## src/rtl/regfile_sb.sv

```systemverilog
// Parametrised register file with two write ports, same-cycle bypass and a
// per-register busy scoreboard for issue-time operand hazard detection.
module regfile_sb #(
    parameter int REG_SIZE = 32,
    parameter int REG_NUM  = 16,
    parameter int RD_PORTS = 2,
    parameter int BYPASS   = 1,
    localparam int AW      = $clog2(REG_NUM)
) (
    input  logic                         clk,
    input  logic                         rst_n,
    input  logic                         we0,
    input  logic [AW-1:0]                rd0,
    input  logic [REG_SIZE-1:0]          d0,
    input  logic                         we1,
    input  logic [AW-1:0]                rd1,
    input  logic [REG_SIZE-1:0]          d1,
    input  logic                         rsv_en,
    input  logic [AW-1:0]                rsv_idx,
    input  logic [RD_PORTS*AW-1:0]       rs,
    output logic [RD_PORTS*REG_SIZE-1:0] rv,
    output logic [RD_PORTS-1:0]          hz,
    output logic [REG_NUM-1:0]           busy,
    output logic [REG_NUM*REG_SIZE-1:0]  regs_out
);

    localparam bit BYP = (BYPASS != 0);

    logic [REG_SIZE-1:0] regs_q [REG_NUM];
    logic [REG_SIZE-1:0] regs_d [REG_NUM];
    logic [REG_NUM-1:0]  busy_q;
    logic [REG_NUM-1:0]  busy_d;

    // Port 1 overrides port 0; a reservation overrides a release because the
    // new producer is still in flight even though the old data lands.
    always_comb begin
        regs_d = regs_q;
        busy_d = busy_q;
        for (int r = 1; r < REG_NUM; r++) begin
            if (we1 && (rd1 == AW'(r))) begin
                regs_d[r] = d1;
            end else if (we0 && (rd0 == AW'(r))) begin
                regs_d[r] = d0;
            end
            if (rsv_en && (rsv_idx == AW'(r))) begin
                busy_d[r] = 1'b1;
            end else if ((we0 && (rd0 == AW'(r))) ||
                         (we1 && (rd1 == AW'(r)))) begin
                busy_d[r] = 1'b0;
            end
        end
        regs_d[0] = '0;
        busy_d[0] = 1'b0;
    end

    always_ff @(posedge clk) begin
        if (!rst_n) begin
            regs_q <= '{default: '0};
            busy_q <= '0;
        end else begin
            regs_q <= regs_d;
            busy_q <= busy_d;
        end
    end

    for (genvar i = 0; i < RD_PORTS; i++) begin : g_rd
        logic [AW-1:0]       sel;
        logic                hit0;
        logic                hit1;
        logic [REG_SIZE-1:0] val;
        logic                haz;

        assign sel  = rs[i*AW +: AW];
        assign hit0 = we0 && (rd0 == sel);
        assign hit1 = we1 && (rd1 == sel);

        always_comb begin
            val = regs_q[sel];
            haz = busy_q[sel];
            if (sel == '0) begin
                val = '0;
                haz = 1'b0;
            end else if (BYP) begin
                if (hit1) begin
                    val = d1;
                end else if (hit0) begin
                    val = d0;
                end
                if (hit0 || hit1) begin
                    haz = 1'b0;
                end
            end
        end

        assign rv[i*REG_SIZE +: REG_SIZE] = val;
        assign hz[i]                      = haz;
    end

    for (genvar r = 0; r < REG_NUM; r++) begin : g_out
        assign regs_out[r*REG_SIZE +: REG_SIZE] = regs_q[r];
    end

    assign busy = busy_q;

endmodule
```

## config.mk

```make
export PLATFORM = sky130hd
export DESIGN_NAME = regfile_sb
export DESIGN_NICKNAME = d
export VERILOG_FILES = /design/src/rtl/regfile_sb.sv
export SDC_FILE = /design/constraint.sdc
export NUM_CORES = 2
export LEC_CHECK = 0
export CAP_MARGIN = 20
export CORE_UTILIZATION = 40
export DETAILED_ROUTE_END_ITERATION = 8
export PLACE_DENSITY = 0.69
export SKIP_CTS_REPAIR_TIMING = 1
export SLEW_MARGIN = 20
export SYNTH_ARGS = -nofsm -noshare
export SYNTH_HDL_FRONTEND = slang
export SYNTH_SLANG_ARGS = --single-unit
```

## constraint.sdc

```tcl
create_clock -name clk -period 3.79 [get_ports clk]
set_input_delay 0.758 -clock clk [delete_from_list [all_inputs] [get_ports clk]]
set_output_delay 0.758 -clock clk [all_outputs]
set_load 0.01 [all_outputs]
```

==> results.md <==
* Starting density of the core at 40.4%
* Grt ovf at 0
* Fraction of layout cells with a size suffix above 1 at 22.7%
* Die Y at 284 um
* Seq/Total Area, Yosys at 31.1%
* # IOs at 683
* Worst setup EP type: output pin
* Synthesized area per cell at 8.57 um2
* Crit path required time at 3030 ps
* Endpoints failing hold at 0
* Antenna violations before repair at 9
* Max Slew Vio Count at 0
* PortBufs at 649
* Worst Setup Path Type: input pin to output pin
* Total CTS buffers at 56
* Via count at 36.9k
* CP cell instances: buf_16, buf_4, mux4_2, a222oi_1, a311oi_2, buf_4, clkdlybuf4s50_1
* Final HPWL DP at 125000 um
* Clock Latency Late Sink at 630 ps
* Nets at 4466
* Placement Setup Slack at -610 ps
* Clock buffer depth at 3
* Final RePlAce weighted congestion at 1.00
* Cell area after synthesis at 31900 um2
* Max incr delay on CP at 530 ps
* Synth Warn # at 0
* First DRT Iteration DRCs at 5975
* Number of synthesized register bits at 495
* Reg clk slew, reported paths at 50 ps
* Failing checks: setup timing
* DR vias/cell at 6.75
* Worst-Margin Slew at 1050 ps
* Die span in x at 284 um
* Detailed Routing Iterations Pass 1 at 7
* Placed Area at 41200 um2
* Clk root buf: clkbuf_16
* Min-Delay Path Class: register to register
* Synth-to-Final Area Change at 38.7%
* Synth unique cells at 51
* Max_slew headroom at 29.7%
* Cell mode on critical path: buf_4
* Max Cap Violations at 0
* Worst-path fanout max at 11
* Post-synth EDFFs at 0
* Main synth FF type: dfxtp_1
* CTS H-tree depth at 2
* Pwr dens at 326 nW/um2
* Period utilisation layout at 102%
* CP Launch Type: input pin
* Core area at 79000 um2
* Leakage at 17.8 nW
* Crit path DAT at 3100 ps
* Minimum clock period at 3860 ps
* Synth Instances at 3720
* Final wirelength at 178000 um
* Async S/R FF share, synth at 0%
* FP Rows at 103
* Critical path's slowest cell: mux4_2
* Setup WS post-layout at -70.9 ps
* Die area at 80900 um2
* CTS tree: built
* Final core utilization at 56.0%
* Largest net degree at the start of global routing at 107
* RSZ-0062 raised after global routing: true
* First-pass GRT wire length at 250000 um
* Vias in the first global route at 33.7k
* Run status: finished with violations
* VDD IR-drop max at 333 uV
* ANT nets after route at 0
* Final instance area at 44200 um2
* Gr usage total at 41.9%
* Final setup fails at 1
* Clock Sinks at 495
* DRC at 0
* Clock Skew at 0 ps
* FMAX at 259 MHz
* Routed len/inst at 32.6 um
synth_stat cells (all sizes together), types with 2 or more instances:
master | count | area [um2]
nand2 | 614 | 2300
dfxtp | 495 | 9910
nor2 | 485 | 1830
clkbuf | 315 | 1180
a311oi | 309 | 2710
o21ai | 250 | 1250
buf | 228 | 1290
mux4 | 198 | 4460
mux2i | 132 | 1320
mux2 | 120 | 1350
a211oi | 118 | 886
o211a | 104 | 1040
nor3 | 56 | 290
a221oi | 54 | 473
a21oi | 48 | 240
nand3 | 39 | 200
o211ai | 26 | 195
inv | 22 | 82.6
a22oi | 15 | 113
xor2 | 12 | 105
o22a | 10 | 87.6
a32oi | 9 | 78.8
a222oi | 8 | 80.1
nor2b | 8 | 50.1
nand3b | 6 | 45.0
and3 | 5 | 31.3
nand2b | 5 | 31.3
nor3b | 5 | 42.5
and4 | 4 | 35.0
or3 | 4 | 25.0
xnor2 | 4 | 35.0
and2 | 2 | 12.5
or4 | 2 | 15.0
routing by layer:
layer | vias to the layer above | track usage (%) | wire length (um)
met5 | - | 0 | 10
met4 | 2 | 27.7 | 15200
met3 | 739 | 9.40 | 22300
met2 | 3290 | 65.6 | 78400
met1 | 17800 | 51.7 | 62500
li1 | 15100 | - | -
flip-flops by register name, summed over array words and instances, names as in the netlist:
name      cells
busy         15
regs_out    480
worst max-delay path: cells and delay by family:
kind,cells,cell delay (ps)
AOI/OAI and AO/OA,2,730
buffers and inverters,4,1070
muxes,1,530
layout by cell type, fill, tap and decap left out, drive strengths merged, types with 8 or more instances in the layout:
master           n
a221oi          54
a222oi           8
xor2            12
mux2           120
a311oi         309
nor3            56
mux4           198
a22oi           15
dlymetal6s2s    52
o22a            10
o21ai          250
nor2           485
clkbuf          91
dfxtp          495
o211ai          26
conb            33
nor2b            8
nand3           39
inv             22
mux2i          132
o211a          104
a21oi           48
clkinv          11
a211oi         118
buf            470
clkdlybuf4s50  578
a32oi            9
nand2          614
cells by family (layout without fill, tap and decap cells):
logic type | count (synthesis) | count (layout) | synth area share (%)
AO/OA/AOI/OAI | 954 | 954 | 22.5
multiplexers | 450 | 450 | 22.4
AND/OR/NAND/NOR | 1239 | 1239 | 15.6
flip-flops | 495 | 495 | 31.1
other | 1 | 35 | 0.0118
XOR/XNOR | 16 | 16 | 0.439
buffers and inverters | 565 | 1232 | 8.02
final cells by class:
type,count,area (um2)
fill,7039,34800
multi-input combinational,2692,20100
timing repair buffer,1110,11000
sequential,495,9910
clock buffer,81,1660
tap,1050,1310
clock inverter,19,220
inverter,22,90.1
antenna,2,5.00
path summary, 6_finish.rpt:
path	start	endpoint	slack [ps]	depth (start not counted)
worst max-delay path	rs[4]	rv[40]	-70	7
worst max register to register	regs_out[350]	regs_out[350]	2700	2
worst min register to register	busy[12]	busy[12]	510	2
worst min-delay path	busy[12]	busy[12]	510	2
power by group:
| group | switching [mW] | internal (mW) | leakage (nW) | total, mW |
|---|---|---|---|---|
| clock | 2.43 | 3.29 | 0.917 | 5.72 |
| sequential | 0.241 | 5.37 | 4.01 | 5.61 |
| combinational | 1.72 | 1.38 | 12.9 | 3.10 |
| total | 4.39 | 10.0 | 17.8 | 14.4 |
metrics by stage:
stage	std cells	hold WS, ps	total power, mW	setup TNS (ps)
after floorplan	3752	511	6.99	0
final	5471	512	14.4	-70.9
after detailed placement	5330	497	8.60	-27580
after global routing	5470	538	14.7	-153
after global placement	5330	494	8.58	-27890
after CTS	5430	508	14.2	-29040
No activity file was read; power rests on OpenSTA's default activity.
